## src/rtl/matrix_storage_arbiter_if.sv

```systemverilog
// Bundle of request, dimension, beat and grant/status signals between the
// three matrix storage requesters and the storage arbiter.
interface matrix_storage_arbiter_if #(
    parameter int NUM_REQ = 3,
    parameter int IDW     = (NUM_REQ > 1) ? $clog2(NUM_REQ) : 1
);
    logic [NUM_REQ-1:0]   req;
    logic [3*NUM_REQ-1:0] req_m;
    logic [3*NUM_REQ-1:0] req_n;
    logic [NUM_REQ-1:0]   beat;

    logic [NUM_REQ-1:0]   gnt;
    logic                 start_pulse;
    logic [IDW-1:0]       sel_id;
    logic [2:0]           sel_m;
    logic [2:0]           sel_n;
    logic                 beat_out;
    logic [4:0]           elem_cnt;
    logic                 busy;
    logic                 done_pulse;
    logic                 dim_err;
    logic                 abort_err;

    // Requester side: drives requests and beats, observes grant and status.
    modport master (
        output req, req_m, req_n, beat,
        input  gnt, start_pulse, sel_id, sel_m, sel_n, beat_out,
        input  elem_cnt, busy, done_pulse, dim_err, abort_err
    );

    // Arbiter side.
    modport slave (
        input  req, req_m, req_n, beat,
        output gnt, start_pulse, sel_id, sel_m, sel_n, beat_out,
        output elem_cnt, busy, done_pulse, dim_err, abort_err
    );
endinterface

```

## src/rtl/matrix_storage_arbiter.sv

```systemverilog
// Arbitrates the shared matrix storage block between NUM_REQ requesters.
// Define ARB_ROUND_ROBIN_EN for round-robin arbitration; fixed priority otherwise.
module matrix_storage_arbiter #(
    parameter int NUM_REQ        = 3,
    parameter int MAX_DIM        = 5,
    parameter int TIMEOUT_CYCLES = 255
) (
    input logic                   clk,
    input logic                   rst_n,
    matrix_storage_arbiter_if.slave bus
);
    localparam int IDW = (NUM_REQ > 1) ? $clog2(NUM_REQ) : 1;
    localparam int TW  = $clog2(TIMEOUT_CYCLES + 1);
    localparam logic [TW-1:0] TO_LAST   = TW'(TIMEOUT_CYCLES - 1);
    localparam logic [2:0]    MAX_DIM_L = 3'(MAX_DIM);

    typedef enum logic [1:0] {
        IDLE,
        GRANT,
        XFER,
        DONE
    } state_t;

    state_t             state_q, state_d;
    logic [NUM_REQ-1:0] gnt_q, gnt_d;
    logic [NUM_REQ-1:0] mask_q, mask_d;
    logic [IDW-1:0]     selId_q, selId_d;
    logic [2:0]         selM_q, selM_d;
    logic [2:0]         selN_q, selN_d;
    logic [4:0]         elemCnt_q, elemCnt_d;
    logic [TW-1:0]      toCnt_q, toCnt_d;
    logic               start_q, start_d;
    logic               done_q, done_d;
    logic               dimErr_q, dimErr_d;
    logic               abortErr_q, abortErr_d;
`ifdef ARB_ROUND_ROBIN_EN
    logic [IDW-1:0]     ptr_q, ptr_d;
    int                 rrIdx;
`endif

    logic [NUM_REQ-1:0] elig;
    logic [NUM_REQ-1:0] selOneHot;
    logic               found;
    logic [IDW-1:0]     winId;
    logic [2:0]         winM;
    logic [2:0]         winN;
    logic               winLegal;
    logic               beatSel;
    logic               reqSel;
    logic [5:0]         product;

    assign selOneHot = NUM_REQ'(1) << selId_q;
    assign beatSel   = |(bus.beat & selOneHot);
    assign reqSel    = |(bus.req & selOneHot);
    assign product   = {3'b000, selM_q} * {3'b000, selN_q};
    assign winLegal  = (winM != 3'd0) && (winM <= MAX_DIM_L) &&
                       (winN != 3'd0) && (winN <= MAX_DIM_L);

    // Winner selection among requesters not blocked by an earlier dimension reject.
    always_comb begin
        elig  = bus.req & ~mask_q;
        found = 1'b0;
        winId = '0;
        winM  = '0;
        winN  = '0;
`ifdef ARB_ROUND_ROBIN_EN
        rrIdx = 0;
        for (int k = 0; k < NUM_REQ; k++) begin
            rrIdx = (int'(ptr_q) + 1 + k) % NUM_REQ;
            if (!found && elig[rrIdx]) begin
                found = 1'b1;
                winId = IDW'(rrIdx);
                winM  = bus.req_m[3*rrIdx +: 3];
                winN  = bus.req_n[3*rrIdx +: 3];
            end
        end
`else
        for (int k = 0; k < NUM_REQ; k++) begin
            if (!found && elig[k]) begin
                found = 1'b1;
                winId = IDW'(k);
                winM  = bus.req_m[3*k +: 3];
                winN  = bus.req_n[3*k +: 3];
            end
        end
`endif
    end

    always_comb begin
        state_d    = state_q;
        gnt_d      = gnt_q;
        mask_d     = mask_q & bus.req;
        selId_d    = selId_q;
        selM_d     = selM_q;
        selN_d     = selN_q;
        elemCnt_d  = elemCnt_q;
        toCnt_d    = toCnt_q;
        start_d    = 1'b0;
        done_d     = 1'b0;
        dimErr_d   = 1'b0;
        abortErr_d = 1'b0;
`ifdef ARB_ROUND_ROBIN_EN
        ptr_d      = ptr_q;
`endif
        case (state_q)
            IDLE: begin
                if (found) begin
                    selId_d = winId;
                    selM_d  = winM;
                    selN_d  = winN;
                    if (!winLegal) begin
                        dimErr_d = 1'b1;
                        mask_d   = mask_d | (NUM_REQ'(1) << winId);
                    end else begin
                        state_d = GRANT;
                    end
                end
            end
            GRANT: begin
                gnt_d     = selOneHot;
                start_d   = 1'b1;
                elemCnt_d = '0;
                toCnt_d   = '0;
                state_d   = XFER;
            end
            XFER: begin
                // A completing beat takes precedence over a withdrawn request.
                if (beatSel && (({1'b0, elemCnt_q} + 6'd1) == product)) begin
                    elemCnt_d = elemCnt_q + 5'd1;
                    toCnt_d   = '0;
                    done_d    = 1'b1;
                    state_d   = DONE;
                end else if (!reqSel || (!beatSel && toCnt_q == TO_LAST)) begin
                    abortErr_d = 1'b1;
                    gnt_d      = '0;
                    state_d    = IDLE;
`ifdef ARB_ROUND_ROBIN_EN
                    ptr_d      = selId_q;
`endif
                end else if (beatSel) begin
                    elemCnt_d = elemCnt_q + 5'd1;
                    toCnt_d   = '0;
                end else begin
                    toCnt_d = toCnt_q + 1'b1;
                end
            end
            DONE: begin
                gnt_d   = '0;
                state_d = IDLE;
`ifdef ARB_ROUND_ROBIN_EN
                ptr_d   = selId_q;
`endif
            end
            default: begin
                gnt_d   = '0;
                state_d = IDLE;
            end
        endcase
    end

    always_ff @(posedge clk or negedge rst_n) begin
        if (!rst_n) begin
            state_q    <= IDLE;
            gnt_q      <= '0;
            mask_q     <= '0;
            selId_q    <= '0;
            selM_q     <= '0;
            selN_q     <= '0;
            elemCnt_q  <= '0;
            toCnt_q    <= '0;
            start_q    <= 1'b0;
            done_q     <= 1'b0;
            dimErr_q   <= 1'b0;
            abortErr_q <= 1'b0;
`ifdef ARB_ROUND_ROBIN_EN
            ptr_q      <= '0;
`endif
        end else begin
            state_q    <= state_d;
            gnt_q      <= gnt_d;
            mask_q     <= mask_d;
            selId_q    <= selId_d;
            selM_q     <= selM_d;
            selN_q     <= selN_d;
            elemCnt_q  <= elemCnt_d;
            toCnt_q    <= toCnt_d;
            start_q    <= start_d;
            done_q     <= done_d;
            dimErr_q   <= dimErr_d;
            abortErr_q <= abortErr_d;
`ifdef ARB_ROUND_ROBIN_EN
            ptr_q      <= ptr_d;
`endif
        end
    end

    assign bus.gnt         = gnt_q;
    assign bus.start_pulse = start_q;
    assign bus.sel_id      = selId_q;
    assign bus.sel_m       = selM_q;
    assign bus.sel_n       = selN_q;
    assign bus.beat_out    = |(bus.beat & gnt_q);
    assign bus.elem_cnt    = elemCnt_q;
    assign bus.busy        = (state_q != IDLE);
    assign bus.done_pulse  = done_q;
    assign bus.dim_err     = dimErr_q;
    assign bus.abort_err   = abortErr_q;
endmodule
```

## src/flat_wrapper.sv

```systemverilog
// flat-port wrapper written by rule: the top's interface ports become plain ports
module matrix_storage_arbiter_flat 
#(
    parameter int NUM_REQ        = 3,
    parameter int MAX_DIM        = 5,
    parameter int TIMEOUT_CYCLES = 255
)
  (clk, rst_n, bus_req, bus_req_m, bus_req_n, bus_beat, bus_gnt, bus_start_pulse, bus_sel_id, bus_sel_m, bus_sel_n, bus_beat_out, bus_elem_cnt, bus_busy, bus_done_pulse, bus_dim_err, bus_abort_err);
  matrix_storage_arbiter_if #(.NUM_REQ(NUM_REQ)) bus_i ();
  input logic clk;
  input logic rst_n;
  input wire logic [$bits(bus_i.req)-1:0] bus_req;
  input wire logic [$bits(bus_i.req_m)-1:0] bus_req_m;
  input wire logic [$bits(bus_i.req_n)-1:0] bus_req_n;
  input wire logic [$bits(bus_i.beat)-1:0] bus_beat;
  output wire logic [$bits(bus_i.gnt)-1:0] bus_gnt;
  output wire logic [$bits(bus_i.start_pulse)-1:0] bus_start_pulse;
  output wire logic [$bits(bus_i.sel_id)-1:0] bus_sel_id;
  output wire logic [$bits(bus_i.sel_m)-1:0] bus_sel_m;
  output wire logic [$bits(bus_i.sel_n)-1:0] bus_sel_n;
  output wire logic [$bits(bus_i.beat_out)-1:0] bus_beat_out;
  output wire logic [$bits(bus_i.elem_cnt)-1:0] bus_elem_cnt;
  output wire logic [$bits(bus_i.busy)-1:0] bus_busy;
  output wire logic [$bits(bus_i.done_pulse)-1:0] bus_done_pulse;
  output wire logic [$bits(bus_i.dim_err)-1:0] bus_dim_err;
  output wire logic [$bits(bus_i.abort_err)-1:0] bus_abort_err;
  assign bus_i.req = bus_req;
  assign bus_i.req_m = bus_req_m;
  assign bus_i.req_n = bus_req_n;
  assign bus_i.beat = bus_beat;
  assign bus_gnt = bus_i.gnt;
  assign bus_start_pulse = bus_i.start_pulse;
  assign bus_sel_id = bus_i.sel_id;
  assign bus_sel_m = bus_i.sel_m;
  assign bus_sel_n = bus_i.sel_n;
  assign bus_beat_out = bus_i.beat_out;
  assign bus_elem_cnt = bus_i.elem_cnt;
  assign bus_busy = bus_i.busy;
  assign bus_done_pulse = bus_i.done_pulse;
  assign bus_dim_err = bus_i.dim_err;
  assign bus_abort_err = bus_i.abort_err;
  matrix_storage_arbiter #(.NUM_REQ(NUM_REQ), .MAX_DIM(MAX_DIM), .TIMEOUT_CYCLES(TIMEOUT_CYCLES)) u_core (.clk(clk), .rst_n(rst_n), .bus(bus_i));
endmodule
```

## config.mk

```make
export PLATFORM = sky130hd
export DESIGN_NAME = matrix_storage_arbiter_flat
export DESIGN_NICKNAME = d
export VERILOG_FILES = /design/src/rtl/matrix_storage_arbiter_if.sv /design/src/rtl/matrix_storage_arbiter.sv /design/src/flat_wrapper.sv
export SDC_FILE = /design/constraint.sdc
export NUM_CORES = 1
export LEC_CHECK = 0
export CORE_MARGIN = 2
export CORE_UTILIZATION = 51
export DETAILED_ROUTE_END_ITERATION = 10
export GPL_TIMING_DRIVEN = 0
export PLACE_DENSITY = 0.92
export SETUP_SLACK_MARGIN = 0.05
export SLEW_MARGIN = 25
export SYNTH_ARGS = -nofsm -noshare
export SYNTH_HDL_FRONTEND = slang
export SYNTH_SLANG_ARGS = --single-unit
export TNS_END_PERCENT = 20
```

## constraint.sdc

```tcl
create_clock -name clk -period 3.6 [get_ports clk]
set_input_delay 0.72 -clock clk [delete_from_list [all_inputs] [get_ports clk]]
set_output_delay 0.72 -clock clk [all_outputs]
set_load 0.05 [all_outputs]
```

==> results of run 1 <==
[per-layer routing]
metal  track usage [%]  vias to the layer above
met3              5.56                        8
li1                  -                      950
met1              29.9                      948
met5                 0                        -
met2              36.8                       67
met4              7.84                        0
[sequential cells by signal (all words and copies together), names as in the netlist]
name and count:
u_core.toCnt_q 8, u_core.bus.elem_cnt 5, u_core.bus.gnt 3, u_core.bus.sel_m 3, u_core.bus.sel_n 3, u_core.mask_q 3
u_core.bus.sel_id 2, u_core.state_q 2, u_core.bus.abort_err 1, u_core.bus.dim_err 1, u_core.bus.done_pulse 1, u_core.bus.start_pulse 1
[per-stage QoR]
stage	setup slack, ns	total power (uW)	TNS [ns]
after floorplan	0.0550	1450	0
after global placement	0.0833	1780	0
after detailed placement	0.000994	1820	0
after CTS	0.0521	2110	0
after global routing	-0.0554	2320	-0.193
final	0.108	2170	0
[final timing paths]
check,endpoint,slack [ns],cells past startpoint,startpoint
min,u_core.bus.done_pulse,0.24,1,rst_n
max reg2reg,u_core.bus.elem_cnt[0],0.11,11,u_core.bus.sel_n[1]
max in group asynchronous,u_core.bus.sel_n[2],2.96,2,rst_n
min reg2reg,u_core.mask_q[2],0.50,1,u_core.mask_q[2]
max,u_core.bus.elem_cnt[0],0.11,11,u_core.bus.sel_n[1]
min in group clk,u_core.mask_q[2],0.50,1,u_core.mask_q[2]
[cells in the final DEF, fill, tap and decap left out, types with 3 or more instances in the layout]
master and count:
sky130_fd_sc_hd__inv_1 9, sky130_fd_sc_hd__o21ai_0 17, sky130_fd_sc_hd__a21boi_0 3, sky130_fd_sc_hd__and3b_1 3, sky130_fd_sc_hd__buf_4 7, sky130_fd_sc_hd__a222oi_1 4
sky130_fd_sc_hd__nand2b_1 4, sky130_fd_sc_hd__xnor2_1 3, sky130_fd_sc_hd__nand3_1 7, sky130_fd_sc_hd__mux2i_1 3, sky130_fd_sc_hd__clkbuf_8 5, sky130_fd_sc_hd__nor3_1 5
sky130_fd_sc_hd__o21a_1 3, sky130_fd_sc_hd__dfrtp_2 5, sky130_fd_sc_hd__and3_1 5, sky130_fd_sc_hd__nor2_1 16, sky130_fd_sc_hd__nor2b_1 6, sky130_fd_sc_hd__a21oi_1 4
sky130_fd_sc_hd__ha_1 11, sky130_fd_sc_hd__xor2_1 4, sky130_fd_sc_hd__clkdlybuf4s50_1 46, sky130_fd_sc_hd__and2_1 7, sky130_fd_sc_hd__o31ai_1 6, sky130_fd_sc_hd__mux2_2 4
sky130_fd_sc_hd__nand2_1 19, sky130_fd_sc_hd__a31oi_1 3, sky130_fd_sc_hd__clkbuf_1 4, sky130_fd_sc_hd__dfrtp_1 28
[kinds of logic (layout without fill, tap and decap cells)]
logic type | Yosys count | count (layout) | synth area share (%)
compound gates | 61 | 61 | 21.0
xor+xnor | 7 | 7 | 2.84
fa+ha+maj | 14 | 14 | 8.82
buf+inv | 16 | 78 | 3.02
flops | 33 | 33 | 38.3
mux | 9 | 9 | 4.64
simple gates | 86 | 86 | 21.4
[cell type report]
| class | instances | area, sq um |
|---|---|---|
| plain buffers | 7 | 38.8 |
| clock buffers | 5 | 68.8 |
| clock inverters | 3 | 17.5 |
| fillers | 302 | 1120 |
| inverters | 9 | 33.8 |
| multi-input cells | 177 | 1320 |
| flip-flops and latches | 33 | 832 |
| well taps | 50 | 62.6 |
| repair buffers | 54 | 531 |
[timing repair]
action / CTS / global route
endpoints found under the hold margin: 0 / 0
setup buffers: 1 / 5
pin swaps: 1 / 12
cloned: 0 / 0
endpoints found under the setup margin: 9 / 15
resized for setup: 1 / 20
[report_power, final]
| part | total, uW | leakage (uW) | internal (uW) | switching, uW |
|---|---|---|---|---|
| Combinational | 1310 | 0.000781 | 520 | 790 |
| Sequential | 583 | 0.000434 | 475 | 108 |
| Clock | 280 | 0.0000439 | 133 | 147 |
==> results.txt, run 1 <==
The final critical delay including setup and external delays was 3.49 ns. The top cell type by area accounts for 38.3% of the synthesized area. The overall die area is 4770 sq um.

In this run the tool buffered the top-level ports with 47 buffer cells. Traced cell by cell, the critical path runs through and2_4, fa_1, ha_2, fa_2, nand4b_1, nor2_1, o2111ai_2, a211oi_4, o21ai_4, nor2b_1, mux2_2. Routability-driven placement finished with a final weighted congestion of 0.822. By count the netlist is led by 33 x sky130_fd_sc_hd__dfrtp_1, 20 x sky130_fd_sc_hd__o21ai_0, 19 x sky130_fd_sc_hd__nand2_1. For the count of max-cap constraint violations, the log shows 0. The standard cell core area was 4030 sq um; the level count of the clock H-tree was 2.

The number of nets with antenna violations after routing is 0, and the total track usage is 22.8%. The post-synthesis area per instance works out to 9.54 sq um. The cell count after synthesis was 226. 48 I/O pins were placed. Synthesis instantiated 54 different standard cells from the library. The clock passes through at most 2 buffers. The flow ran to the end, and the final reports show no timing, DRC or antenna violations. Counting flops with a built-in enable in the synthesized netlist gives 0. TritonCTS built the clock tree. The tightest min-delay check is of the input port to async pin type.

The routed design uses 2.65 mm of met2 wire. The clock-pin slew of the registers on the worst-case setup and hold paths was 0.08 ns; the relative slew slack was 52.4%. Number of diodes: 0. Sequential elements use 38.3% of the synthesized area. Tightest hold margin: 0.237 ns. The share of async-settable or async-resettable flops after synthesis came out at 100%. Summed over all layers, the global routing overflow is 0. The logs give 0 for the final number of max-transition violations and 33 for the number of sinks handled by clock tree synthesis. The initial antenna violation count is 0, and the worst supply voltage drop on vdd is 0.535 mV. Highest metal layer with signal wires: met4. Of all nets on the critical path, the largest fanout is 7. The largest individual stage delay along the critical path comes from the cell sky130_fd_sc_hd__fa_1. Once placement finished, the instance area stood at 2710 sq um. After routing the design area is 2910 sq um. Once placement completed, the tool counted placed cells totaling 324. In the detailed route, the total length drawn on met3 is 278 microns. At the pin with the least slew margin, the transition time is 0.708 ns.

Initial detailed-routing violation count: 135. STA classifies the critical path startpoint as a flop. The run gives 0 as the number of hold-slack violations in the final timing report. The detailed router placed 1973 vias in this run. The tree is rooted in a sky130_fd_sc_hd__clkbuf_8. The critical path is of the flop to flop type. The layout overhead on the synthesized area is 34.8%, and the CTS buffer count is 5. For the worst setup path, the data arrival time is 3.67 ns. Among all cell types in the netlist, the one instantiated most often is sky130_fd_sc_hd__dfrtp_1. The met1 wire length is 2.21 mm. The Yosys step of the flow raised 0 warnings. The pin count of the biggest net entering global routing is 29, and the routed wirelength normalized by instance count is 15.4 microns.

Of the cells placed in the final design, the portion with a size suffix greater than 1 is 16.0%. Yosys attributes the largest share of cell area to sky130_fd_sc_hd__dfrtp_1 38%, sky130_fd_sc_hd__ha_1 7.0%, sky130_fd_sc_hd__o21ai_0 4.6%, sky130_fd_sc_hd__nand2_1 3.3%, sky130_fd_sc_hd__nor2_1 2.8%. Summing every instance area after synthesis gives 2160 sq um.

The tools report the via count of the first global-routing pass as 1883. The share of the cycle needed by the critical path after routing was 97.0%; the post-detailed-placement half-perimeter wirelength was 3.81 mm. Number of nets in the synthesized netlist: 266.

In this design, the largest share of critical-path delay is due to adder cells. For the total detailed-routing wirelength, the log shows 5.21 mm. For this run, the number of standard cells in the final layout without fillers is 338. Setup repair after global routing could not meet its margin everywhere. The first global-routing pass estimated 8.80 mm of wire.

The logs give 0.00126 uW for the static power due to leakage and 72.2% for the final core utilization. Setup violations remaining at the end of the flow were counted as 0. At the end of the flow, the number of nets in the layout was 327.

The biggest area contributor in the post-synthesis netlist is sky130_fd_sc_hd__dfrtp_1. The post-detailed-route DRC marker count is 0, and the number of placement rows is 23. For the fmax, the log shows 286 MHz. Worst path buffer plus inverter count: 0. The die is 69.0 microns wide. The required time reported for the critical path endpoint was 3.78 ns.

Most frequently used flop master after synthesis: sky130_fd_sc_hd__dfrtp_1. The register bit total from synthesis is 33. The initial utilization of the core area, before any placement, comes to 53.5%. For the worst-skew pair, the clock arrives at the later sink with an insertion delay of 0.30 ns. The setup skew after layout was 0.00872 ns. The power density relative to cell area was 747 nW/um^2; the worst stage delay on the critical path was 0.54 ns.

For the total iterations of the first detailed-routing run, the log shows 4. The via-per-instance ratio is 5.84. After clock tree synthesis, the flow added hold-fix buffers numbering 0. The floorplan step set the die height to 69.0 microns.

The kind of end point of the critical path was a flop.
(Power assumes the default switching activity.)
==> inputs of run 2 (changes only) <==
--- a/config.mk
+++ b/config.mk
@@ -6,10 +6,11 @@
 export NUM_CORES = 1
 export LEC_CHECK = 0
 export CORE_MARGIN = 2
-export CORE_UTILIZATION = 51
+export CORE_UTILIZATION = 63
 export DETAILED_ROUTE_END_ITERATION = 10
+export DONT_BUFFER_PORTS = 1
 export GPL_TIMING_DRIVEN = 0
-export PLACE_DENSITY = 0.92
+export PLACE_DENSITY = 0.9
 export SETUP_SLACK_MARGIN = 0.05
 export SLEW_MARGIN = 25
 export SYNTH_ARGS = -nofsm -noshare
==> run 2 against run 1 <==
Compared with the run above:
- the run now ends with setup timing left
- final cell count decreased by 16%
- critical path depth increased by 1
- utilization decreased by 0.41 points
- wire length decreased by 9.9%
- sequential power increased by 45%
- clock-buffer cell count increased by 1
- first-iteration DRC count decreased by 30%
- worst setup slack got worse by 0.13 ns
- non-clock buffer count decreased by 49
- total power decreased by 11%
- maximum frequency decreased by 3.5%
- combinational power decreased by 33%
==> results.txt, run 2 (same netlist as run 1, synthesis figures left out) <==
The run gives 2 (unchanged) as the maximum number of buffers from clock root to sink. The most flop-heavy register was u_core.toCnt_q. The layout overhead on the synthesized area came out at 10.2%.

The final reports fail on setup timing. The global placement routability congestion is 0.826 (+0.44%). Startpoint kind of the worst setup timing path: a flop. The data arrival time of the critical path was 3.87 ns (+0.20 ns); the layout cell share with drive strength beyond 1 was 17.6% (+1.6 points). The number of fill cells was 271 (-10%). The run finished, with violations left.

The worst min-delay path category was input port to async pin. Startpoint of the most critical register-to-register path: u_core.bus.sel_n[2]. The logs give 0 (unchanged) for the final number of max-transition violations and 21 (-8.7%) for the number of placement rows. The worst supply voltage drop on vdd is 0.534 mV (-0.26%), and the overall overflow remaining after global route is 0 (unchanged). The via-per-instance ratio came out at 6.25 (+7.1%).

The final critical delay including setup and external delays works out to 3.62 ns (+0.126 ns). The leading cell type in the layout, fill and taps excluded was sky130_fd_sc_hd__dfrtp_1. CTS placed an instance of sky130_fd_sc_hd__clkbuf_4 at the clock tree root. The share of the cycle needed by the critical path after routing was 101% (+3.5 points). The run gives 3910 sq um (-18%) as the overall die area. The layer flagged by global routing as most heavily used is met2.

STA classifies the critical path endpoint as a flop. The logs give 95 (-30%) for the initial detailed-routing violation count and 0 (unchanged) for the post-detailed-route DRC marker count. The level count of the clock H-tree was 2 (unchanged); the I/O pin count was 48 (unchanged). The pin count of the biggest net entering global routing was 34 (+17%); the relative slew slack was 50.8% (-1.6 points). The routed wirelength normalized by instance count was 16.5 microns (+6.9%); the clock latency reported for the late side of the worst-skew pair was 0.36 ns (+0.06 ns). The required time reported for the critical path endpoint came out at 3.85 ns (+0.07 ns).

The via count of the first global-routing pass is 1800 (-4.4%), and the horizontal extent of the die is 62.5 microns (-9.4%). Met2 track utilization from global routing: 42.3% (+5.6 points). The static power due to leakage is 0.00108 uW (-14%), and the clock-pin slew of the registers on the worst-case setup and hold paths is 0.11 ns (+0.03 ns).

The run gives 8.11 mm (-7.8%) as the first-pass GRT wire length. For the total detailed-routing wirelength, the log shows 4.70 mm (-9.9%). The fmax was 276 MHz (-3.5%); the total via count in the routed design was 1781 (-9.7%). The logs give 5 (unchanged) for the CTS buffer count and 3310 sq um (-18%) for the standard cell core area. TritonCTS built the clock tree. The filler-free cell count of the finished design is 285 (-16%). The number of diodes is 0 (unchanged), and the y dimension of the die is 62.5 microns (-9.4%). The post-detailed-placement half-perimeter wirelength was 3.44 mm (-9.7%). The logs give 65.2% (+12 points) for the initial core utilization and 272 (-16%) for the instance count after placement with tap cells included. The tools report the total iterations of the first detailed-routing run as 6 (+2). The setup path with the least slack is of type flop to flop. The tools report the setup skew after layout as 0.0142 ns (+0.00545 ns). Leaving out fill and tap cells, the most frequent cells in the layout are 27 x sky130_fd_sc_hd__dfrtp_1, 19 x sky130_fd_sc_hd__nand2_1, 17 x sky130_fd_sc_hd__o21ai_0, 16 x sky130_fd_sc_hd__nor2_1, 11 x sky130_fd_sc_hd__ha_1. Number of nets with antenna violations after routing: 0 (unchanged).

The tightest hold margin was 0.0395 ns (-0.198 ns); the fraction of met3 tracks used by global routing was 7.57% (+2.0 points). The power density relative to cell area was 813 nW/um^2 (+8.8%); the worst slack after detailed placement was -0.323 ns (-0.324 ns). The worst-path maximum fanout came out at 6 (-1). The number of hold-slack violations in the final timing report came out at 0 (unchanged). Setup repair after global routing could not meet its margin everywhere.

The count of max-cap constraint violations came out at 0 (unchanged). The setup violation total in the final timing report is 5 (+5), and the worst-margin pin slew is 0.738 ns (+0.0299 ns). The number of sinks handled by clock tree synthesis is 33 (unchanged). Flip-flop count of the largest register after layout: 8 (unchanged). Total track usage: 26.4% (+3.6 points). The post-layout total power came out at 1930 uW (-11%). The logs give 278 (-15%) for the post-layout net count and -0.0189 ns (-0.126 ns) for the post-route worst setup slack. For the initial antenna violation count, the log shows 0 (unchanged). The cell area after layout is 2380 sq um (-18%). The met1 demand-to-capacity share in global routing came out at 33.0% (+3.1 points). The post-detailed-placement cell area is 2220 sq um (-18%), and the number of port buffers is 0 (-100%).

The tools report the startpoint of the most critical setup path as u_core.bus.sel_n[2].
[run 2: through the flow]
step	util, %	setup TNS (ns)
after global routing	71.8	-1.84
after detailed placement	67.1	-2.95
after CTS	70.5	-0.0204
after floorplan	-	0
final	71.8	-0.0525
after global placement	67.1	-1.81
[run 2: layout make-up]
cell class | count | area [sq um] | share of cell area (%)
inverter | 9 | 33.8 | 1.42
buffer | 7 | 35.0 | 1.47
timing repair buffer | 5 | 37.5 | 1.58
sequential | 33 | 833 | 35.1
clock inverter | 2 | 10.0 | 0.421
multi-input combinational | 177 | 1330 | 55.9
tap | 46 | 57.6 | 2.42
clock buffer | 6 | 41.3 | 1.74
[run 2: what timing repair did]
| item | in CTS | in global routing |
|---|---|---|
| buffers inserted | 4 | 1 |
| hold buffers | 0 | 0 |
| setup endpoints to repair | 17 | 18 |
| pin swaps | 11 | 10 |
| gates resized for setup | 10 | 9 |
[run 2: power by group]
| group | internal, uW | total, uW | switching (uW) |
|---|---|---|---|
| clock network | 74.2 | 204 | 130 |
| registers | 471 | 844 | 373 |
| logic | 384 | 884 | 500 |
[run 2: path summary, 6_finish.rpt]
path,end,slack (ns),cells after the start
max,u_core.toCnt_q[7],-0.02,12
min,u_core.toCnt_q[5],0.04,0
min in group clk,u_core.mask_q[2],0.48,1
max reg2reg,u_core.toCnt_q[7],-0.02,12
min reg2reg,u_core.mask_q[2],0.50,1
max in group asynchronous,u_core.bus.sel_m[0],3.46,0
[run 2: metal layers]
layer  vias up  wire, microns
met5         -              0
met1       867           2010
met4         0            111
met3         9            274
met2        56           2300
li1        849              -
[run 2: worst max-delay path: stages, from the launching register on]
cell and delay [ns]:
sky130_fd_sc_hd__dfrtp_2 0.54, sky130_fd_sc_hd__and2_4 0.22, sky130_fd_sc_hd__fa_1 0.58, sky130_fd_sc_hd__ha_4 0.15, sky130_fd_sc_hd__fa_2 0.45, sky130_fd_sc_hd__nand4b_1 0.19
sky130_fd_sc_hd__nor2_1 0.15, sky130_fd_sc_hd__o2111ai_2 0.15, sky130_fd_sc_hd__a211oi_4 0.39, sky130_fd_sc_hd__o21ai_4 0.12, sky130_fd_sc_hd__or2_0 0.21, sky130_fd_sc_hd__buf_4 0.17
sky130_fd_sc_hd__o41ai_4 0.20
==> inputs of run 3 (changes only) <==
--- a/config.mk
+++ b/config.mk
@@ -6,11 +6,11 @@
 export NUM_CORES = 1
 export LEC_CHECK = 0
 export CORE_MARGIN = 2
-export CORE_UTILIZATION = 63
+export CORE_UTILIZATION = 57
 export DETAILED_ROUTE_END_ITERATION = 10
 export DONT_BUFFER_PORTS = 1
 export GPL_TIMING_DRIVEN = 0
-export PLACE_DENSITY = 0.9
+export PLACE_DENSITY = 0.86
 export SETUP_SLACK_MARGIN = 0.05
 export SLEW_MARGIN = 25
 export SYNTH_ARGS = -nofsm -noshare
==> constraint.sdc (replaced) <==
create_clock -name clk -period 3.1 [get_ports clk]
set_input_delay 0.62 -clock clk [delete_from_list [all_inputs] [get_ports clk]]
set_output_delay 0.62 -clock clk [all_outputs]
set_load 0.05 [all_outputs]
==> run 3 against run 2 <==
Compared with the run above:
- sequential share of layout area decreased by 0.97 points
- design area increased by 2.8%
- flip-flop and latch count unchanged
- the run still ends with setup timing left
==> results.txt, run 3 (same netlist as run 1, synthesis figures left out) <==
The flow ran to the end, but the final reports show violations. The checks that failed: setup timing. The power density relative to cell area came out at 960 nW/um^2 (+18%). The layout cell share with drive strength beyond 1 was 19.8% (+2.3 points). The worst setup path is captured at a flop. The tree is rooted in a sky130_fd_sc_hd__clkbuf_8. The worst-path maximum fanout works out to 6 (unchanged). The logs give 0 (unchanged) for the number of hold-slack violations in the final timing report and 4290 sq um (+9.8%) for the overall die area. Setup repair after global routing could not meet its margin everywhere. The worst min-delay path category is input port to async pin. The initial antenna violation count is 0 (unchanged).

The run gives 48 (unchanged) as the I/O pin count. In the layout the commonest cells are 27 x sky130_fd_sc_hd__dfrtp_1, 19 x sky130_fd_sc_hd__nand2_1, 17 x sky130_fd_sc_hd__o21ai_0, 14 x sky130_fd_sc_hd__nor2_1, 11 x sky130_fd_sc_hd__ha_1. The tools report the area of all sequential standard cells as 833 sq um (unchanged). The number of diodes came out at 0 (unchanged). The required time reported for the critical path endpoint came out at 3.29 ns (-0.56 ns). The number of fill cells is 291 (+7.4%), and the sum of negative setup slack is -7.06 ns (-7.01 ns). The slowest stage of the critical path is the sky130_fd_sc_hd__fa_1 cell.

The data arrival time of the critical path is 3.77 ns (-0.10 ns), and the CTS buffer count is 5 (unchanged). Total iterations of the first detailed-routing run: 7 (+1). Classification of the worst setup path: flop to flop. The pin count of the biggest net entering global routing was 34 (unchanged). The logs give 49.0% (-1.8 points) for the relative slew slack and 23.6% (-2.8 points) for the total track usage. TritonCTS built the clock tree.

The fmax came out at 280 MHz (+1.2%). The static power due to leakage came out at 0.00107 uW (-0.53%). The worst reg2reg path depth is 12 (unchanged). Endpoint of the worst register-to-register path: u_core.toCnt_q[3].

The tools report the startpoint of the most critical register-to-register path as u_core.bus.sel_m[2]. The tightest hold margin was 0.0179 ns (-0.0216 ns); the post-detailed-placement half-perimeter wirelength was 3.28 mm (-4.7%). The routed wirelength normalized by instance count is 16.3 microns (-1.1%). The post-detailed-route DRC marker count was 0 (unchanged); the overall overflow remaining after global route was 0 (unchanged). The logs give 1350 sq um (+1.6%) for the area of the multi-input gates and 0.29 ns (-0.07 ns) for the clock latency reported for the late side of the worst-skew pair.

The level count of the clock H-tree is 2 (unchanged), and the via-per-instance ratio is 6.10 (-2.4%). The logs give 0 (unchanged) for the final number of max-transition violations and 33 (unchanged) for the number of sinks handled by clock tree synthesis. Worst stage delay on the critical path: 0.54 ns (-0.04 ns). Post-layout net count: 277 (-0.36%). Initial detailed-routing violation count: 85 (-11%).

The instance count after placement with tap cells included is 274 (+0.74%). The critical path goes through and2_4, fa_1, ha_2, fa_2, nand4b_1, nor2_1, o2111ai_2, a211oi_4, o21ai_4, or2_0, buf_6, o31ai_1. The setup skew after layout was 0.00760 ns (-0.00657 ns); the filler-free cell count of the finished design was 285 (unchanged). The number of placement rows is 22 (+4.8%). The y dimension of the die was 65.5 microns (+4.8%); the horizontal extent of the die was 65.5 microns (+4.8%). The tools report the global placement routability congestion as 0.850 (+2.9%). The worst setup path is launched from a flop. The total via count in the routed design came out at 1738 (-2.4%). The share of the cycle needed by the critical path after routing is 115% (+15 points). The layout overhead on the synthesized area is 13.3%.

u_core.toCnt_q holds more flip-flops than any other register. For the standard cell core area, the log shows 3660 sq um (+11%). The total detailed-routing wirelength is 4.65 mm (-1.1%), and the number of port buffers is 0 (unchanged). For the maximum number of buffers from clock root to sink, the log shows 2 (unchanged). For the first-pass GRT wire length, the log shows 7.66 mm (-5.6%). The worst slack after detailed placement was -0.554 ns (-0.230 ns); the via count of the first global-routing pass was 1745 (-3.1%). The flip-flop count of the largest register after layout is 8 (unchanged).

The run gives 0 (unchanged) as the count of max-cap constraint violations. For the initial core utilization, the log shows 58.9% (-6.2 points). The number of nets with antenna violations after routing is 0 (unchanged), and the final critical delay including setup and external delays is 3.58 ns (-0.0422 ns). The worst supply voltage drop on vdd is 0.569 mV (+6.6%), and the clock-pin slew of the registers on the worst-case setup and hold paths is 0.07 ns (-0.04 ns). Worst-margin pin slew: 0.759 ns (+0.0204 ns). The logs give -0.48 ns (-0.46 ns) for the register-to-register setup slack and -0.477 ns (-0.458 ns) for the post-route worst setup slack.

The library cell used most frequently in the layout, excluding fill and tap cells, is sky130_fd_sc_hd__dfrtp_1. The run gives 19 (+14) as the setup violation total in the final timing report.
## run 3: metal layers
layer	wire [microns]	GRT usage, %
met2	2200	37.5
met5	0	0
met4	109	9.90
met1	2090	30.0
met3	242	7.02
## run 3: worst max-delay path by stage
stage,start,to,slack (ns),cells after the start
global placement,u_core.bus.sel_m[2],u_core.toCnt_q[7],-0.50,12
finish,u_core.bus.sel_m[2],u_core.toCnt_q[3],-0.48,12
global route,u_core.bus.sel_m[2],u_core.toCnt_q[3],-0.65,12
CTS,u_core.bus.sel_m[2],u_core.toCnt_q[7],-0.52,12
detailed placement,u_core.bus.sel_m[2],u_core.toCnt_q[7],-0.55,12
floorplan,u_core.bus.sel_m[2],u_core.toCnt_q[7],-0.25,12
## run 3: repair_timing
action                                  in CTS  in global routing
gates resized for setup                      7                 15
setup buffers                                2                  2
pin swaps                                    4                  2
hold buffers                                 0                  0
endpoints found under the setup margin      18                 20
## run 3: worst max-delay path: cells and delay by family, from the launching register on
family | cells | cell delay (ns)
and+or+nand+nor | 4 | 0.79
adders and majority gates | 3 | 1.22
AOI/OAI and AO/OA | 4 | 0.80
buffers and inverters | 1 | 0.14
DFF | 1 | 0.53
## run 3: per-stage QoR
stage / utilization, % / power [uW] / instance area (sq um)
final: 66.7 / 2350 / 2440
after floorplan: - / 1720 / 2190
after CTS: 64.9 / 2310 / 2370
after global placement: 61.5 / 1890 / 2250
after detailed placement: 61.5 / 1920 / 2250
after global routing: 66.7 / 2500 / 2440
## run 3: power breakdown
group	switching, uW	internal [uW]	total, uW
Sequential	426	548	974
Combinational	588	457	1040
Clock	152	176	328
## run 3: area by class of cell
| class | count | area share, % |
|---|---|---|
| multi-input cells | 177 | 55.2 |
| flip-flops and latches | 33 | 34.1 |
| clock buffers | 7 | 3.53 |
| well taps | 48 | 2.46 |
| plain buffers | 7 | 1.95 |
| repair buffers | 4 | 1.38 |
| inverters | 9 | 1.38 |
